==> src/rtl/prog_loader_pkg.sv <==
// Shared loader/CPU definitions: frame header, memory depth, loader state encoding.
// The CPU side imports the same package so its program-memory width matches.
package prog_loader_pkg;

  localparam int         PL_MEM_DEPTH = 32;
  localparam logic [7:0] PL_MAGIC     = 8'hA5;
  localparam int         PL_ADDR_W    = 5;
  localparam int         PL_LEN_W     = 6;

  typedef enum logic [2:0] {
    ST_IDLE = 3'd0,
    ST_LEN  = 3'd1,
    ST_DATA = 3'd2,
    ST_CSUM = 3'd3,
    ST_RUN  = 3'd4,
    ST_ERR  = 3'd5
  } pl_state_e;

  // Running frame checksum is a plain byte-wise XOR.
  function automatic logic [7:0] csum_next(input logic [7:0] csum, input logic [7:0] b);
    return csum ^ b;
  endfunction

endpackage

==> src/rtl/sync_edge.sv <==
// Two-flop synchroniser for an asynchronous strobe, plus a rising-edge detector
// on the synchronised level.
module sync_edge (
  input  logic clk,
  input  logic rst_n,
  input  logic d,
  output logic rise
);

  logic meta_r;
  logic sync_r;
  logic prev_r;

  // Synchroniser chain and one-cycle history of the synchronised level.
  always_ff @(posedge clk or negedge rst_n) begin
    if (!rst_n) begin
      meta_r <= 1'b0;
      sync_r <= 1'b0;
      prev_r <= 1'b0;
    end else begin
      meta_r <= d;
      sync_r <= meta_r;
      prev_r <= sync_r;
    end
  end

  assign rise = sync_r & ~prev_r;

endmodule

==> src/rtl/prog_loader.sv <==
// Host byte-stream program loader: receives MAGIC, length, data and XOR checksum,
// writes the data into CPU program memory and releases the CPU on a good frame.
import prog_loader_pkg::*;

module prog_loader #(
  parameter int         MEM_DEPTH = PL_MEM_DEPTH,
  parameter logic [7:0] MAGIC     = PL_MAGIC
) (
  input  logic                 clk,
  input  logic                 rst_n,
  input  logic [7:0]           host_data,
  input  logic                 host_stb,
  input  logic                 clr,
  output logic                 mem_we,
  output logic [PL_ADDR_W-1:0] mem_addr,
  output logic [7:0]           mem_wdata,
  output logic                 cpu_run,
  output logic                 busy,
  output logic                 err
);

  logic [7:0]          data_meta_r;
  logic [7:0]          data_sync_r;
  logic                stb_rise_s;
  pl_state_e           state_r;
  logic [PL_LEN_W-1:0] len_r;
  logic [PL_ADDR_W-1:0] cnt_r;
  logic [7:0]          csum_r;
  logic                len_ok_s;
  logic                last_s;

  sync_edge u_stb_sync (
    .clk   (clk),
    .rst_n (rst_n),
    .d     (host_stb),
    .rise  (stb_rise_s)
  );

  // Data bus synchroniser; the host holds data stable around its strobe.
  always_ff @(posedge clk or negedge rst_n) begin
    if (!rst_n) begin
      data_meta_r <= 8'h00;
      data_sync_r <= 8'h00;
    end else begin
      data_meta_r <= host_data;
      data_sync_r <= data_meta_r;
    end
  end

  assign len_ok_s = (data_sync_r != 8'h00) && ({24'd0, data_sync_r} <= MEM_DEPTH);
  assign last_s   = ({1'b0, cnt_r} == (len_r - 6'd1));

  // Frame FSM with registered status and memory-write outputs.
  always_ff @(posedge clk or negedge rst_n) begin
    if (!rst_n) begin
      state_r   <= ST_IDLE;
      len_r     <= 6'd0;
      cnt_r     <= 5'd0;
      csum_r    <= 8'h00;
      mem_we    <= 1'b0;
      mem_addr  <= 5'd0;
      mem_wdata <= 8'h00;
      cpu_run   <= 1'b0;
      busy      <= 1'b0;
      err       <= 1'b0;
    end else begin
      mem_we <= 1'b0;
      if (clr) begin
        // Abort wins over a byte accepted in the same cycle.
        state_r <= ST_IDLE;
        cnt_r   <= 5'd0;
        csum_r  <= 8'h00;
        cpu_run <= 1'b0;
        busy    <= 1'b0;
        err     <= 1'b0;
      end else if (stb_rise_s) begin
        case (state_r)
          ST_IDLE: begin
            if (data_sync_r == MAGIC) begin
              state_r <= ST_LEN;
              busy    <= 1'b1;
            end
          end
          ST_LEN: begin
            if (len_ok_s) begin
              len_r   <= data_sync_r[PL_LEN_W-1:0];
              cnt_r   <= 5'd0;
              csum_r  <= 8'h00;
              state_r <= ST_DATA;
            end else begin
              state_r <= ST_ERR;
              busy    <= 1'b0;
              err     <= 1'b1;
            end
          end
          ST_DATA: begin
            mem_we    <= 1'b1;
            mem_addr  <= cnt_r;
            mem_wdata <= data_sync_r;
            csum_r    <= csum_next(csum_r, data_sync_r);
            if (last_s) begin
              state_r <= ST_CSUM;
            end else begin
              cnt_r <= cnt_r + 5'd1;
            end
          end
          ST_CSUM: begin
            busy <= 1'b0;
            if (data_sync_r == csum_r) begin
              state_r <= ST_RUN;
              cpu_run <= 1'b1;
            end else begin
              state_r <= ST_ERR;
              err     <= 1'b1;
            end
          end
          ST_RUN: begin
            state_r <= ST_RUN;
          end
          ST_ERR: begin
            state_r <= ST_ERR;
          end
          default: begin
            state_r <= ST_IDLE;
            cpu_run <= 1'b0;
            busy    <= 1'b0;
            err     <= 1'b0;
          end
        endcase
      end
    end
  end

endmodule
==> config.mk <==
export PLATFORM = sky130hd
export DESIGN_NAME = prog_loader
export DESIGN_NICKNAME = d
export VERILOG_FILES = /design/src/rtl/prog_loader_pkg.sv /design/src/rtl/sync_edge.sv /design/src/rtl/prog_loader.sv
export SDC_FILE = /design/constraint.sdc
export NUM_CORES = 1
export LEC_CHECK = 0
export CAP_MARGIN = 20
export CELL_PAD_IN_SITES_DETAIL_PLACEMENT = 1
export CELL_PAD_IN_SITES_GLOBAL_PLACEMENT = 1
export CORE_MARGIN = 2
export CORE_UTILIZATION = 44
export DETAILED_ROUTE_END_ITERATION = 7
export HOLD_SLACK_MARGIN = 0.03
export PLACE_DENSITY = 0.83
export SLEW_MARGIN = 5
export SYNTH_ARGS = -nofsm -noshare
export SYNTH_HDL_FRONTEND = slang
export SYNTH_SLANG_ARGS = --single-unit
export TNS_END_PERCENT = 20
==> constraint.sdc <==
create_clock -name clk -period 2.4 [get_ports clk]
set_input_delay 0.72 -clock clk [delete_from_list [all_inputs] [get_ports clk]]
set_output_delay 0.72 -clock clk [all_outputs]
set_load 0.03 [all_outputs]
==> flow_summary.html <==
<table>
<tr><th>Metric</th><th>Value</th></tr>
<tr><th colspan="2">Yosys</th></tr>
<tr><td>Cell taking the most area after synthesis</td><td>dfrtp_1</td></tr>
<tr><td>Count of different cell masters after synthesis</td><td>49</td></tr>
<tr><td>Prevailing post-synth register cell</td><td>dfrtp_1</td></tr>
<tr><td>Number of synthesized flops with an enable pin</td><td>0</td></tr>
<tr><td>Ys Warns</td><td>0</td></tr>
<tr><td>Area share of the largest cell type after synthesis</td><td>0.561</td></tr>
<tr><td>Syn_area_per_cell</td><td>10.9 um2</td></tr>
<tr><td>Share of flip-flops with an asynchronous set or reset</td><td>1.00</td></tr>
<tr><td>Net count after synthesis</td><td>251</td></tr>
<tr><td>Post-synthesis sequential element count</td><td>58</td></tr>
<tr><td>Sequential area share after synthesis</td><td>0.561</td></tr>
<tr><td>Largest cells by area after synthesis</td><td>dfrtp_1 (56%), nand2_1 (7.0%), o21ai_2 (5.4%), xnor2_1 (4.4%), nor2_1 (2.3%)</td></tr>
<tr><td>Most frequent cells after synthesis</td><td>dfrtp_1 (58), nand2_1 (48), nor2_1 (16), o21ai_2 (16), xnor2_1 (13)</td></tr>
<tr><td>Cell count after synthesis</td><td>237</td></tr>
<tr><td>Mapped Area</td><td>0.00259 mm2</td></tr>
<tr><td>Most repeated cell in the gate-level netlist after synthesis</td><td>dfrtp_1</td></tr>
<tr><th colspan="2">Floorplan</th></tr>
<tr><td>Initial Utilization</td><td>0.462</td></tr>
<tr><td>Number of top-level design ports</td><td>29</td></tr>
<tr><td>Placement row count</td><td>27</td></tr>
<tr><td>CORE AREA</td><td>0.00561 mm2</td></tr>
<tr><td>Die height</td><td>80.7 um</td></tr>
<tr><td>Die area</td><td>0.00651 mm2</td></tr>
<tr><td>DIE WIDTH</td><td>80.7 um</td></tr>
<tr><th colspan="2">Critical path</th></tr>
<tr><td>Cell family with the largest share of critical-path delay</td><td>buffers and inverters</td></tr>
<tr><td>CP endpoint kind</td><td>output pin</td></tr>
<tr><td>Worst Path Max Fanout</td><td>2</td></tr>
<tr><td>Number of buffers and inverters on the critical path</td><td>1</td></tr>
<tr><td>Element type at the critical path start</td><td>flip-flop</td></tr>
<tr><td>Critical path data required time</td><td>1.68 ns</td></tr>
<tr><td>Longest individual stage delay on the worst path</td><td>0.68 ns</td></tr>
<tr><td>Arr. time, crit path</td><td>1.39 ns</td></tr>
<tr><td>Category of the critical setup timing path</td><td>reg2out</td></tr>
<tr><td>Cell with the biggest individual delay on the critical path</td><td>clkdlybuf4s50_1</td></tr>
<tr><td>Cell Chain, Critical Path</td><td>clkdlybuf4s50_1</td></tr>
<tr><th colspan="2">Power and ir drop</th></tr>
<tr><td>Switching Share</td><td>0.224</td></tr>
<tr><td>Worst-case vdd ir drop</td><td>0.688 mV</td></tr>
<tr><td>Internal Dissipation</td><td>1.66 mW</td></tr>
<tr><td>Part of the total power dissipated in the clock network</td><td>0.469</td></tr>
<tr><td>Sequential share of power</td><td>0.478</td></tr>
<tr><td>Net switching power</td><td>480 uW</td></tr>
<tr><td>Proportion of power drawn by combinational gates</td><td>0.053</td></tr>
<tr><td>Power density over the cells</td><td>670 mW/mm2</td></tr>
<tr><td>Leakage power total</td><td>1.44 nW</td></tr>
<tr><th colspan="2">STA</th></tr>
<tr><td>Relative slew slack</td><td>0.744</td></tr>
<tr><td>Final Max Slew Viols</td><td>0</td></tr>
<tr><td>Worst-case clock skew</td><td>0.00946 ns</td></tr>
<tr><td>Fin crit share</td><td>0.881</td></tr>
<tr><td>Final Critical Period</td><td>2.11 ns</td></tr>
<tr><td>Actual transition at the worst max-transition pin</td><td>0.384 ns</td></tr>
<tr><td>Worst Hold Slack</td><td>0.349 ns</td></tr>
<tr><td>Count of endpoints failing hold in the final timing report</td><td>0</td></tr>
<tr><td>Post-route setup TNS</td><td>0 ns</td></tr>
<tr><td>Count of endpoints failing setup in the final report</td><td>0</td></tr>
<tr><td>Unrepaired setup endpoints after global routing</td><td>no</td></tr>
<tr><td>FMAX</td><td>0.473 GHz</td></tr>
<tr><th colspan="2">Layout</th></tr>
<tr><td>Sequential standard cell area</td><td>0.00145 mm2</td></tr>
<tr><td>Number of fillers in the final layout</td><td>625</td></tr>
<tr><td>Area grow syn2layout</td><td>23.2%</td></tr>
<tr><td>Proportion of layout cells with a drive suffix above 1</td><td>0.179</td></tr>
<tr><td>Multi-input gate area in the final layout</td><td>0.00106 mm2</td></tr>
<tr><td># diodes</td><td>0</td></tr>
<tr><td>NumNets Final</td><td>289</td></tr>
<tr><th colspan="2">Place</th></tr>
<tr><td>HPWL after detailed placement</td><td>3880 um</td></tr>
<tr><td>Number of input and output port buffers inserted</td><td>28</td></tr>
<tr><td>RePlAce Congestion</td><td>0.755</td></tr>
<tr><th colspan="2">Drt</th></tr>
<tr><td>Drt total wl</td><td>5780 um</td></tr>
<tr><td>Routed vias</td><td>1884</td></tr>
<tr><td>Initial DRT Pass Iterations</td><td>4</td></tr>
<tr><td>Final antenna-violating net count</td><td>0</td></tr>
<tr><td>Final routed wire length divided by cell count</td><td>16.4 um</td></tr>
<tr><td>Routed vias/inst</td><td>5.35</td></tr>
<tr><td>Post-route DRC violation count</td><td>0</td></tr>
<tr><td>Initial detailed-routing violation count</td><td>95</td></tr>
<tr><th colspan="2">GRT</th></tr>
<tr><td>Pin count of the biggest net entering global routing</td><td>59</td></tr>
<tr><td>Initial antenna violation count</td><td>0</td></tr>
<tr><td>Final global-route overflow total</td><td>0</td></tr>
<tr><td>Number of global-route vias before repair</td><td>2029</td></tr>
<tr><td>Global router's overall resource usage</td><td>0.208</td></tr>
<tr><td>Global-route wire length before repair</td><td>10100 um</td></tr>
<tr><th colspan="2">Clock network</th></tr>
<tr><td>Count of hold buffers inserted by post-cts repair</td><td>0</td></tr>
<tr><td>Buffers inserted during post-CTS setup optimization</td><td>0</td></tr>
<tr><td>Clk sink count</td><td>58</td></tr>
<tr><td>Clock root buffer</td><td>clkbuf_8</td></tr>
<tr><td>CTS tree</td><td>yes</td></tr>
<tr><td>Clock transition at path regs</td><td>0.07 ns</td></tr>
<tr><td>Largest buffer count on any clock path</td><td>2</td></tr>
<tr><td>Number of resized instances in the post-cts repair step</td><td>0</td></tr>
<tr><td>Clock insertion delay at the later pin of the skew report</td><td>0.34 ns</td></tr>
<tr><td>Number of H-tree levels</td><td>3</td></tr>
<tr><td>Number of buffers inserted during clock tree synthesis</td><td>9</td></tr>
<tr><th colspan="2">Hold path</th></tr>
<tr><td>Class of the tightest hold or removal check</td><td>reg2reg</td></tr>
<tr><th colspan="2">Run status</th></tr>
<tr><td>Outcome</td><td>finished, final reports clean</td></tr>
<tr><th colspan="2">Flow run</th></tr>
<tr><td>Maximum Capacitance Violations</td><td>0</td></tr>
</table>
## routing by layer
layer / global-route usage / vias to the layer above / part of all wire
li1: - / 903 / -
met1: 0.270 / 947 / 0.46
met2: 0.337 / 28 / 0.50
met3: 0.0562 / 6 / 0.032
met4: 0.0729 / 0 / 0.012
met5: 0 / - / 0
## path summary, 6_finish.rpt
kind                                     start  cells after the start             end  slack [ns]
min in group asynchronous                rst_n                      2     mem_addr[4]        0.38
worst max register to register        len_r[0]                      8        cnt_r[4]        0.31
max in group asynchronous                rst_n                      2  data_sync_r[0]        1.77
worst min register to register  data_meta_r[0]                      0  data_sync_r[0]        0.35
worst max-delay path              mem_wdata[0]                      1    mem_wdata[0]        0.29
worst min-delay path            data_meta_r[0]                      0  data_sync_r[0]        0.35
## final cells by class
| cell class | count | area share |
|---|---|---|
| clock buffer | 11 | 0.0443 |
| clock inverter | 5 | 0.0243 |
| inverter | 6 | 0.00706 |
| multi-input combinational | 164 | 0.332 |
| sequential | 58 | 0.455 |
| tap | 72 | 0.0282 |
| timing repair buffer | 36 | 0.109 |
## state kept, by name, summed over array words and instances, names as in the netlist
register	cells
u_stb_sync.prev_r	1
cnt_r	5
u_stb_sync.meta_r	1
csum_r	8
mem_we	1
mem_addr	5
cpu_run	1
err	1
busy	1
state_r	3
mem_wdata	8
data_meta_r	8
u_stb_sync.sync_r	1
len_r	6
data_sync_r	8
## per-stage QoR
stage | utilization | power, mW | instances | setup WS, ns | instance area, um2
finish | 0.569 | 2.14 | 352 | 0.286 | 3190
global route | 0.569 | 2.22 | 352 | 0.168 | 3190
CTS | 0.569 | 2.16 | 352 | 0.274 | 3190
detailed placement | 0.530 | 1.15 | 336 | 0.0922 | 2970
global placement | 0.530 | 1.15 | 336 | 0.202 | 2970
floorplan | - | 1.09 | 237 | 0.425 | 2590
## kinds of logic after synthesis
| logic type | after synthesis | synth area share |
|---|---|---|
| fa+ha+maj | 2 | 0.00966 |
| simple gates | 97 | 0.184 |
| buf+inv | 15 | 0.0305 |
| flops | 58 | 0.561 |
| xor+xnor | 14 | 0.0474 |
| mux | 5 | 0.0213 |
| compound gates | 46 | 0.146 |
## layout by cell type (no fill, tap or decap), types with 2 or more instances in the layout
master / n
a21oi_1: 5
nand2b_1: 3
buf_4: 7
o31ai_1: 2
a31oi_1: 2
clkinv_2: 2
o22ai_1: 2
clkbuf_8: 10
nand3_1: 4
dfrtp_1: 58
o21ai_0: 5
a211o_1: 2
nand4_1: 3
nor2_1: 16
nor3_1: 8
mux2_1: 3
inv_1: 6
xnor2_1: 13
clkdlybuf4s50_1: 27
bufinv_16: 2
nand3b_1: 2
ha_1: 2
a41oi_1: 2
nand2_1: 48
nor4_1: 2
o21ai_2: 16
## power by group through the flow
| stage | Clock [mW] | Combinational, mW | Sequential [mW] |
|---|---|---|---|
| finish | 1.00 | 0.113 | 1.02 |
| global route | 1.07 | 0.127 | 1.02 |
| CTS | 1.03 | 0.116 | 1.02 |
| detailed placement | 0 | 0.115 | 1.04 |
| global placement | 0 | 0.113 | 1.04 |
| floorplan | 0 | 0.0546 | 1.04 |
Note: power is estimated with default switching activity, not from simulation.
